File: src/rtl/chan_pkg.sv
// chan_pkg: shared constants and saturation helper for channel-model blocks
package chan_pkg;
  localparam int NOISE_W = 24;
  localparam int NOISE_FIELD_W = 6;
  localparam int NOISE_FIELDS = 4;
  localparam int NOISE_OFFSET = 126;
  localparam int SHIFT_W = 4;
  // clamps a 25-bit signed value to the signed range of a w-bit word; result stays 25 bits wide
  function automatic logic signed [24:0] saturate(input logic signed [24:0] s, input int w);
    logic signed [24:0] hi;
    logic signed [24:0] lo;
    hi = 25'((32'sd1 <<< (w - 1)) - 32'sd1);
    lo = ~hi;
    return s > hi ? hi : s < lo ? lo : s;
  endfunction
endpackage

File: src/rtl/noise_shaper.sv
// noise_shaper: sums four 6-bit fields of a noise word into a zero-mean 9-bit value
// ports: noise_q (24-bit generator word), bypass (forces 0), c (signed -126..+126)
module noise_shaper
  import chan_pkg::*;
(
  input  logic [NOISE_W-1:0] noise_q,
  input  logic               bypass,
  output logic signed [8:0]  c
);
  logic [7:0] sum;
  always_comb begin
    sum = '0;
    for (int i = 0; i < NOISE_FIELDS; i++) sum = sum + 8'(noise_q[i*NOISE_FIELD_W +: NOISE_FIELD_W]);
  end
  assign c = bypass ? '0 : $signed({1'b0, sum}) - 9'(NOISE_OFFSET);
endmodule

File: src/rtl/channel_noise_adder.sv
// channel_noise_adder: adds shaped, shifted noise to a sample stream with saturation
// ports: clk, reset (async active-low), in_* (valid/ready input stream), noise_q/noise_en
// (generator word and step enable), noise_shift, bypass, out_* (valid/ready output stream),
// clear_count, sat_count (sticky count of clamped outputs)
module channel_noise_adder
  import chan_pkg::*;
#(
  parameter int DATA_W = 16,
  parameter int CNT_W = 16
) (
  input  logic                     clk,
  input  logic                     reset,
  input  logic signed [DATA_W-1:0] in_data,
  input  logic                     in_valid,
  output logic                     in_ready,
  input  logic [NOISE_W-1:0]       noise_q,
  output logic                     noise_en,
  input  logic [SHIFT_W-1:0]       noise_shift,
  input  logic                     bypass,
  output logic signed [DATA_W-1:0] out_data,
  output logic                     out_valid,
  input  logic                     out_ready,
  input  logic                     clear_count,
  output logic [CNT_W-1:0]         sat_count
);
  logic                     s1_valid;
  logic signed [DATA_W-1:0] s1_data;
  logic signed [8:0]        s1_c;
  logic [SHIFT_W-1:0]       s1_shift;
  logic signed [8:0]        c;
  logic signed [24:0]       n;
  logic signed [24:0]       s;
  logic signed [24:0]       s_sat;
  logic                     sat;
  logic                     adv1;
  logic                     adv2;
  noise_shaper u_shaper (.noise_q(noise_q), .bypass(bypass), .c(c));
  assign adv2 = !out_valid || out_ready;
  assign adv1 = !s1_valid || adv2;
  // gated so the generator never steps while reset is held
  assign in_ready = reset && adv1;
  assign noise_en = in_valid && in_ready;
  assign n = {{16{s1_c[8]}}, s1_c} <<< s1_shift;
  assign s = {{(25-DATA_W){s1_data[DATA_W-1]}}, s1_data} + n;
  assign s_sat = saturate(s, DATA_W);
  assign sat = s_sat != s;
  always_ff @(posedge clk or negedge reset) begin
    if (!reset) begin
      s1_valid <= 1'b0;
      s1_data <= '0;
      s1_c <= '0;
      s1_shift <= '0;
      out_valid <= 1'b0;
      out_data <= '0;
      sat_count <= '0;
    end else begin
      if (adv1) s1_valid <= in_valid;
      if (noise_en) begin
        s1_data <= in_data;
        s1_c <= c;
        s1_shift <= noise_shift;
      end
      if (adv2) out_valid <= s1_valid;
      if (adv2 && s1_valid) out_data <= s_sat[DATA_W-1:0];
      if (clear_count) sat_count <= '0;
      else if (adv2 && s1_valid && sat && sat_count != '1) sat_count <= sat_count + 1'b1;
    end
  end
endmodule

File: config.mk
export PLATFORM = sky130hd
export DESIGN_NAME = channel_noise_adder
export DESIGN_NICKNAME = d
export VERILOG_FILES = /design/src/rtl/chan_pkg.sv /design/src/rtl/noise_shaper.sv /design/src/rtl/channel_noise_adder.sv
export SDC_FILE = /design/constraint.sdc
export NUM_CORES = 1
export LEC_CHECK = 0
export BUFFER_PORTS_ARGS = -buffer_cell sky130_fd_sc_hd__buf_4
export CAP_MARGIN = 20
export CORE_ASPECT_RATIO = 1.4
export CORE_UTILIZATION = 57
export DETAILED_ROUTE_END_ITERATION = 12
export PLACE_DENSITY = 0.78
export SYNTH_ARGS = -nofsm -noshare
export SYNTH_HDL_FRONTEND = slang
export SYNTH_SLANG_ARGS = --single-unit
export TNS_END_PERCENT = 30
File: constraint.sdc
create_clock -name clk -period 6.1 [get_ports clk]
set_clock_uncertainty 0.05 [all_clocks]
set_input_delay 0.305 -clock clk [delete_from_list [all_inputs] [get_ports clk]]
set_output_delay 0.305 -clock clk [all_outputs]
set_load 0.1 [all_outputs]
==> results of run 1 <==
layer usage:
| layer | vias up | part of all wire, % | GRT usage (%) |
|---|---|---|---|
| li1 | 2612 | - | - |
| met1 | 2545 | 39 | 33.1 |
| met2 | 137 | 54 | 57.9 |
| met3 | 36 | 2.7 | 3.41 |
| met4 | 0 | 3.6 | 13.1 |
| met5 | - | 0 | 0 |
cell usage in the layout, fill, tap and decap left out, types with 4 or more instances in the layout:
master and instances:
clkbuf_16 9, buf_4 88, ha_1 39, o21bai_1 5, a21oi_1 54, mux2_4 5, dfrtp_1 62, o21ai_0 19
o31ai_1 9, inv_1 43, nand3_1 17, and3_1 8, a21o_1 8, and2_1 4, xnor2_1 19, fa_1 9
mux2_2 10, a211oi_1 14, nand2_1 106, mux2i_1 14, nor2_1 66, o211ai_1 4, o22a_1 15, o21ai_1 7
a22o_1 4, o21a_1 6, or3_1 4, xor2_1 10, nor2b_1 19, nand2b_1 8, nor3_1 9, nand4_1 12
what timing repair did:
item	4_1_cts	5_1_grt
setup buffers	0	0
hold buffers	0	0
hold endpoints to repair	0	0
resized for setup	0	1
endpoints found under the setup margin	0	5
cell families (layout without fill, tap and decap cells):
group / Yosys count / count (layout) / share of synthesized area (%)
AOI/OAI and AO/OA: 179 / 179 / 22.0
DFF: 63 / 63 / 27.6
xor gates and xnor gates: 29 / 29 / 4.44
buffers and inverters: 75 / 147 / 5.38
muxes: 30 / 30 / 6.13
adders and majority gates: 48 / 48 / 11.7
and+or+nand+nor: 275 / 275 / 22.8
worst max-delay path: cells and delay by family (launching register included):
| family | cells | cell delay (ns) |
|---|---|---|
| compound gates | 8 | 2.02 |
| fa+ha+maj | 2 | 0.70 |
| flops | 1 | 0.67 |
| mux | 3 | 1.21 |
| simple gates | 3 | 0.87 |
cell usage after synthesis, drive strengths merged (3+ instances only):
library cell / n / area, um^2
nor3: 9 / 45.0
fa: 9 / 180
o211ai: 4 / 30.0
buf: 14 / 77.6
nor4: 3 / 18.8
nor3b: 3 / 27.5
and3: 8 / 50.1
or2: 4 / 25.0
nand4: 12 / 75.1
o22a: 15 / 131
clkbuf: 18 / 68.8
nor2b: 20 / 133
nor2: 67 / 259
a211oi: 16 / 130
xor2: 10 / 87.6
nand3: 18 / 95.1
nand2b: 8 / 50.1
and4: 3 / 26.3
xnor2: 19 / 166
o21ai: 27 / 139
a21o: 8 / 60.1
or3: 5 / 36.3
nand2: 107 / 404
a31oi: 3 / 18.8
o21bai: 5 / 37.5
a22o: 4 / 35.0
ha: 39 / 488
o21a: 6 / 45.0
a21oi: 57 / 297
dfrtp: 63 / 1580
inv: 43 / 161
and2: 4 / 25.0
o31ai: 10 / 88.8
mux2: 15 / 188
mux2i: 14 / 140
report_power, final:
| group | total (uW) | internal [uW] | switching [uW] |
|---|---|---|---|
| registers | 595 | 508 | 87.4 |
| clock network | 530 | 329 | 200 |
| logic | 1830 | 613 | 1220 |
| total | 2950 | 1450 | 1500 |
worst max-delay path by stage:
stage / start / end / slack [ns]
after floorplan: s1_shift[0] / sat_count[12] / 0.97
after global placement: s1_shift[0] / sat_count[11] / 0.58
after detailed placement: s1_shift[0] / sat_count[4] / 0.37
after CTS: s1_shift[0] / sat_count[4] / 0.37
after global routing: s1_shift[1] / sat_count[5] / 0.05
final: s1_shift[1] / sat_count[4] / 0.47
flip-flops by register name, summed over array words and instances, names as in the netlist:
name       count
s1_shift       4
sat_count     16
s1_c           9
s1_data       16
s1_valid       1
out_data      16
out_valid      1
through the flow:
step / setup slack (ns) / std cells / instance area [um^2] / hold WS, ns / utilization, %
floorplan: 0.974 / 699 / 5720 / -0.0406 / -
global placement: 0.577 / 887 / 6400 / 0.382 / 66.5
detailed placement: 0.373 / 887 / 6400 / 0.392 / 66.5
CTS: 0.373 / 903 / 6710 / 0.0464 / 69.7
global route: 0.0490 / 903 / 6710 / 0.0855 / 69.7
finish: 0.474 / 903 / 6710 / 0.00458 / 69.7
area by class of cell:
class,instances,share of cell area (%)
multi-input combinational,561,57.2
sequential,63,23.5
timing repair buffer,88,9.85
clock buffer,10,3.56
tap,132,2.46
inverter,43,2.41
clock inverter,6,1.03
==> impl_metrics.tcl, run 1 <==
set metrics [dict create \
    timing.fmax_ghz 0.178 \
    dp_hpwl_um 11900 \
    maxCapViolCount 0 \
    antenna_cells 0 \
    fp.dieH_um 121 \
    total_power_uw 2950 \
    rr_worst_depth 16 \
    rows 42 \
    startpoint_type "flip-flop" \
    cp_slowest_stage_delay_ns 0.67 \
    path_clk_slew_ns 0.06 \
    area_growth_pct 17.3 \
    postSynthCellCount 699 \
    tns_ns 0 \
    drt_iter0_drc 240 \
    r2r-start "s1_shift[1]" \
    setup_viol 0 \
    grt_pass1_vias 5361 \
    relSlewSlack_pct 45.4 \
    drc_errors 0 \
    die-area_mm2 0.0104 \
    yosys_warnings 0 \
    synth_edf_count 0 \
    worstMarginPinSlew_ns 0.820 \
    period_minus_slack_ns 5.63 \
    synth.net_count 797 \
    power_density_mw_per_mm2 440 \
    cp_max_fo 18 \
    start_util_pct 59.5 \
    vias 5330 \
    worst_ep_arrival_time_ns 5.79 \
    gp_congestion 0.927 \
    ant_nets 0 \
    clk_latency_ns 0.33 \
    dr.pass1.iters 5 \
    path_class "flip-flop to flip-flop" \
    grt_max_degree 65 \
    track_usage_pct 30.4 \
    core_area_mm2 0.00962 \
    end_kind "flip-flop" \
    final-seq-area_mm2 0.00158 \
    slew_violations 0 \
    antenna_found_initial 0 \
    grt.overflow.total 0 \
    io_buffers 84 \
    rsz0062_at_grt "no" \
    yosysSeqAreaShare_pct 27.6 \
    r2r_end "sat_count[4]" \
    cts_buffer_depth 2 \
    viasPerCell 5.90 \
    r2r_slack_ns 0.47 \
    synthArstFlopShare_pct 100 \
    totalWireLength_um 14800 \
    grt_pass1_wl_um 24800 \
    hold_violations 0 \
    nets 864 \
    wl_per_cell_um 16.3 \
    cts_tree "done" \
    synthFlopType "dfrtp_1" \
    syn_area_mm2 0.00572 \
    worstHoldPathType "input pin to asynchronous set/reset pin" \
    clock-sinks 63 \
    syn_area_per_cell_um2 8.18 \
    die-width_um 86.7 \
    worst_ep_required_time_ns 6.27 \
    multi_input_area_mm2 0.00383 \
    ys_ff_latch 63 \
    p_leak_uw 0.00313 \
    ir_worst_vdd_mv 0.228 \
    h-tree-depth 3 \
    drive_above_1_share_pct 18.7 \
    cp_cell_sequence "mux4_2 -> mux2i_1 -> o32ai_1 -> ha_1 -> a21oi_1 -> o21ai_1 -> a21o_1 -> o2111a_1 -> a211oi_1 -> nand4_1 -> or3_1 -> ha_1 -> and2_1 -> o31ai_4 -> a211oi_1 -> mux2_2" \
    pin_count 85 \
    cts_root_buf "clkbuf_16" \
    cp_slowest_cell "dfrtp_1" \
    fillers 794 \
    finalCritPeriodShare_pct 92.2 \
    cts_buffers 9 \
    status "completed" \
    ys_types 74 \
]
(Power assumes the default switching activity.)
==> run 2: changes to the inputs <==
--- a/config.mk
+++ b/config.mk
@@ -8,9 +8,9 @@
 export BUFFER_PORTS_ARGS = -buffer_cell sky130_fd_sc_hd__buf_4
 export CAP_MARGIN = 20
 export CORE_ASPECT_RATIO = 1.4
-export CORE_UTILIZATION = 57
+export CORE_UTILIZATION = 30
 export DETAILED_ROUTE_END_ITERATION = 12
-export PLACE_DENSITY = 0.78
+export PLACE_DENSITY = 0.45
 export SYNTH_ARGS = -nofsm -noshare
 export SYNTH_HDL_FRONTEND = slang
 export SYNTH_SLANG_ARGS = --single-unit
==> run 2 against run 1 <==
Compared with the run above:
- largest power group unchanged
- highest routed layer unchanged
- worst setup slack improved by 0.0038 ns
- maximum frequency barely moved
- utilization fell by 33 points
- largest cell class unchanged
- routed wire length rose by 9.0%
- die area rose by 88%
- critical endpoint unchanged
- sequential share of layout area fell by 0.35 points
- final cell count rose by 12%
- final area rose by 1.5%
==> impl_metrics.tcl, run 2 (same netlist as run 1, synthesis figures left out) <==
set metrics [dict create \
    ant_nets 0 \
    slew_violations 0 \
    grt_max_degree 65 \
    cp_cell_sequence "mux2_2 -> o21ai_1 -> nor2_1 -> a21oi_1 -> nor2_1 -> ha_1 -> a21oi_2 -> o21ai_1 -> o211a_1 -> or2_2 -> xor2_1 -> and3_1 -> nand4_1 -> or3_1 -> ha_1 -> and2_1 -> o31ai_4 -> a211oi_1 -> mux2_2" \
    cts_root_buf "clkbuf_16" \
    antenna_cells 0 \
    maxCapViolCount 0 \
    setup_viol 0 \
    vias 5160 \
    drt_iter0_drc 181 \
    antenna_found_initial 0 \
    period_minus_slack_ns 5.62 \
    cts_buffer_depth 2 \
    total_power_uw 2890 \
    status "completed" \
    die-width_um 119 \
    cp_num_buf_inv 0 \
    timing.fmax_ghz 0.178 \
    drive_above_1_share_pct 18.6 \
    gp_congestion 0.884 \
    die-area_mm2 0.0196 \
    worstMarginPinSlew_ns 0.844 \
    startpoint_type "flip-flop" \
    post_cts_buffers 0 \
    viasPerCell 5.09 \
    cp_slowest_cell "dfrtp_2" \
    hold_ws_ns 0.0269 \
    end_kind "flip-flop" \
    clock-sinks 63 \
    fp.dieH_um 165 \
    wl_per_cell_um 15.9 \
    rsz0062_at_grt "no" \
    final_common_cell "nand2_1" \
    cp_slowest_stage_delay_ns 0.53 \
    worst_ep_required_time_ns 6.26 \
    clk_latency_ns 0.33 \
    worstHoldPathType "input pin to asynchronous set/reset pin" \
    cts_tree "done" \
    rows 59 \
    h-tree-depth 3 \
    final_cell_mix "nand2_1 (106), buf_4 (88), nor2_1 (66)" \
    grt_pass1_vias 5222 \
    reg.largest.list "out_data: 16 flops, s1_data: 16 flops, sat_count: 16 flops" \
    hold_violations 0 \
    track_usage_pct 17.0 \
    grt_pass1_wl_um 26100 \
    worst_ep_arrival_time_ns 5.78 \
    cp_max_fo 18 \
    tns_ns 0 \
    drc_errors 0 \
    dp_hpwl_um 13100 \
    fillers 1998 \
    path_clk_slew_ns 0.05 \
    cp_top_family "compound AO/OA/AOI/OAI gates" \
    area_growth_pct 19.1 \
    finalCritPeriodShare_pct 92.2 \
    relSlewSlack_pct 43.7 \
    start_util_pct 30.7 \
    grt.overflow.total 0 \
    io_buffers 84 \
    pin_count 85 \
    path_class "flip-flop to flip-flop" \
    dr.pass1.iters 4 \
    ir_worst_vdd_mv 0.159 \
    totalWireLength_um 16100 \
    nets 864 \
    p_leak_uw 0.00311 \
    power_density_mw_per_mm2 424 \
    core_area_mm2 0.0186 \
    cts_buffers 9 \
]
==> run 2: where the power goes <==
part	internal (uW)	switching, uW
Combinational	614	1210
Clock	281	185
Sequential	508	88.7
==> run 2: final cells by class <==
cell class              instances  area, um^2  area share [%]
inverters                      43         161            2.37
clock inverters                 4        22.5           0.331
repair buffers                 88         661            9.70
flip-flops and latches         63        1580            23.2
clock buffers                  11         243            3.56
well taps                     244         305            4.48
multi-input cells             561        3840            56.4
==> run 2: per-stage QoR <==
stage | instances | cell area [um^2] | util [%] | setup slack, ns
6_report | 1014 | 6810 | 36.6 | 0.478
5_1_grt | 1014 | 6810 | 36.6 | 0.0628
4_1_cts | 1014 | 6800 | 36.6 | 0.0805
3_5_place_dp | 999 | 6540 | 35.1 | 0.0758
3_3_place_gp | 999 | 6540 | 35.1 | 0.256
2_1_floorplan | 699 | 5720 | - | 0.974
==> run 2: worst reg2reg max path, stage by stage, from the launching register on <==
cell,delay (ns)
dfrtp_2,0.53
mux2_2,0.39
o21ai_1,0.24
nor2_1,0.08
a21oi_1,0.22
nor2_1,0.09
ha_1,0.41
a21oi_2,0.25
o21ai_1,0.12
o211a_1,0.32
or2_2,0.35
xor2_1,0.27
and3_1,0.20
nand4_1,0.19
or3_1,0.41
ha_1,0.29
and2_1,0.18
o31ai_4,0.21
a211oi_1,0.33
mux2_2,0.37
==> run 2: path summary, 6_finish.rpt <==
check	start	endpoint	slack (ns)	cells past startpoint
max	s1_shift[0]	sat_count[4]	0.48	19
min	reset	out_data[2]	0.03	1
max reg2reg	s1_shift[0]	sat_count[4]	0.48	19
min reg2reg	out_data[15]	out_data[15]	0.44	2
max in group asynchronous	reset	s1_shift[0]	5.35	1
min in group clk	in_data[0]	s1_data[0]	0.11	3
==> run 2: routing by layer <==
metal	track usage, %	wire, um	part of all wire [%]
met2	34.1	8850	55
met4	7.08	457	2.8
met3	2.47	427	2.7
met5	0	0	0
met1	17.4	6340	39
==> run 2: repair_timing <==
action / CTS / global route
hold buffers: 0 / 0
setup endpoints to repair: 0 / 15
resized for setup: 0 / 3
==> run 3: changes to the inputs <==
--- a/config.mk
+++ b/config.mk
@@ -9,7 +9,9 @@
 export CAP_MARGIN = 20
 export CORE_ASPECT_RATIO = 1.4
 export CORE_UTILIZATION = 30
+export CTS_BUF_LIST = sky130_fd_sc_hd__clkbuf_8 sky130_fd_sc_hd__clkbuf_16
 export DETAILED_ROUTE_END_ITERATION = 12
+export MAX_ROUTING_LAYER = met4
 export PLACE_DENSITY = 0.45
 export SYNTH_ARGS = -nofsm -noshare
 export SYNTH_HDL_FRONTEND = slang
==> run 3 against run 2 <==
Compared with the run above:
- hold slack better by 0.0071 ns
- die area unchanged
- sequential power about the same
- via count down 0.47%
- final cell count about the same
- maximum frequency down 0.35%
- routed wire length down 0.93%
- largest power group unchanged
==> impl_metrics.tcl, run 3 (same netlist as run 1, synthesis figures left out) <==
set metrics [dict create \
    gp_congestion 0.898 \
    placedCellCount 999 \
    ir_worst_vdd_mv 0.185 \
    h-tree-depth 3 \
    rows 59 \
    dp_slack_ns 0.135 \
    finalCritPeriodShare_pct 92.5 \
    final_common_cell "nand2_1" \
    die-area_mm2 0.0196 \
    clock-sinks 63 \
    path_class "flip-flop to flip-flop" \
    dp_hpwl_um 12900 \
    fp.dieH_um 165 \
    grt_pass1_wl_um 25800 \
    startpoint_type "flip-flop" \
    grt_max_degree 65 \
    postLayoutCellArea_mm2 0.00684 \
    pin_count 85 \
    post_cts_buffers 0 \
    tns_ns 0 \
    die-width_um 119 \
    cts_buffer_depth 2 \
    power_density_mw_per_mm2 430 \
    cp_max_fo 18 \
    clk_latency_ns 0.33 \
    total_power_uw 2940 \
    ant_nets 0 \
    slew_violations 0 \
    totalWireLength_um 15900 \
    cts_root_buf "clkbuf_16" \
    io_buffers 84 \
    nets 864 \
    final_cell_mix "nand2_1 (106), buf_4 (88), nor2_1 (66)" \
    start_util_pct 30.7 \
    core_area_mm2 0.0186 \
    viasPerCell 5.06 \
    reg.largest.list "out_data: 16 flops, s1_data: 16 flops, sat_count: 16 flops" \
    vias 5136 \
    antenna_cells 0 \
    drive_above_1_share_pct 18.5 \
    status "completed" \
    timing.fmax_ghz 0.177 \
    maxCapViolCount 0 \
    drt_iter0_drc 209 \
    drc_errors 0 \
    p_leak_uw 0.00313 \
    critPathLaunch "s1_shift[0]" \
    grt.overflow.total 0 \
    hold_violations 0 \
    fillers 1971 \
    relSlewSlack_pct 43.2 \
    wl_per_cell_um 15.7 \
    worstMarginPinSlew_ns 0.852 \
    dr.pass1.iters 4 \
    cts_buffers 9 \
    track_usage_pct 17.2 \
    worstHoldPathType "input pin to asynchronous set/reset pin" \
    period_minus_slack_ns 5.64 \
    worst_ep_arrival_time_ns 5.81 \
    cts_tree "done" \
    area_growth_pct 19.5 \
    grt_pass1_vias 5058 \
    setup_viol 0 \
    antenna_found_initial 0 \
    fin_ws_ns 0.458 \
    rsz0062_at_grt "no" \
    place_area_mm2 0.00654 \
    r2r-start "s1_shift[0]" \
    end_kind "flip-flop" \
    finalNonFillerCells 1015 \
    path_clk_slew_ns 0.06 \
    worst_ep_required_time_ns 6.27 \
]
run 3: cell count changes in the layout (fill, tap and decap cells not counted):
| cell | change |
|---|---|
| bufinv_16 | +1 |
| clkinvlp_4 | -1 |
| inv_1 | +2 |
| clkbuf_1 | -1 |
run 3: final cells by class:
cell class                 count  area (um^2)  area share [%]
timing repair buffer          88          661            9.67
clock inverter                 6         52.6           0.769
sequential                    63         1580            23.1
clock buffer                  10          239            3.50
inverter                      43          161            2.36
multi-input combinational    561         3840            56.2
tap                          244          305            4.47
run 3: per-layer routing:
metal | up-vias | track usage (%) | part of all wire [%] | wire length [um]
met1 | 2425 | 17.6 | 40 | 6340
met2 | 92 | 33.8 | 56 | 8920
met4 | 0 | 5.58 | 1.9 | 300
met5 | - | - | 0 | 0
met3 | 15 | 2.20 | 2.3 | 374
li1 | 2604 | - | - | -
run 3: power by group:
part / internal (uW) / switching, uW / total, uW
clock network: 322 / 189 / 511
registers: 508 / 91.0 / 599
logic: 613 / 1210 / 1830
run 3: worst max-delay path, cell delays in order (launching register included):
cell and delay, ns:
dfrtp_2 0.52, mux2_2 0.38, o21ai_1 0.26, nor2_1 0.07, a21oi_1 0.23, nor2_1 0.09, ha_1 0.41, a21oi_2 0.25
o21ai_1 0.13, o211a_1 0.32, or2_2 0.35, xor2_1 0.29, and3_1 0.20, nand4_1 0.18, or3_1 0.41, ha_1 0.30
and2_1 0.18, o31ai_4 0.21, a211oi_1 0.33, mux2_2 0.36
run 3: worst paths after layout:
path	to	slack, ns	cells past startpoint
min reg2reg	s1_data[0]	0.45	2
max reg2reg	sat_count[9]	0.46	19
max	sat_count[9]	0.46	19
min	out_data[2]	0.03	1
max in group asynchronous	s1_shift[0]	5.35	1
min in group clk	s1_data[2]	0.11	3
run 3: stage by stage:
stage,utilization (%),hold slack [ns]
floorplan,-,-0.0406
global placement,35.1,0.413
global route,36.7,0.104
finish,36.7,0.0340
CTS,36.7,0.0674
detailed placement,35.1,0.427
run 3: what timing repair did:
action | CTS | global route
setup endpoints to repair | 0 | 15
resized for setup | 0 | 3
hold buffers | 0 | 0
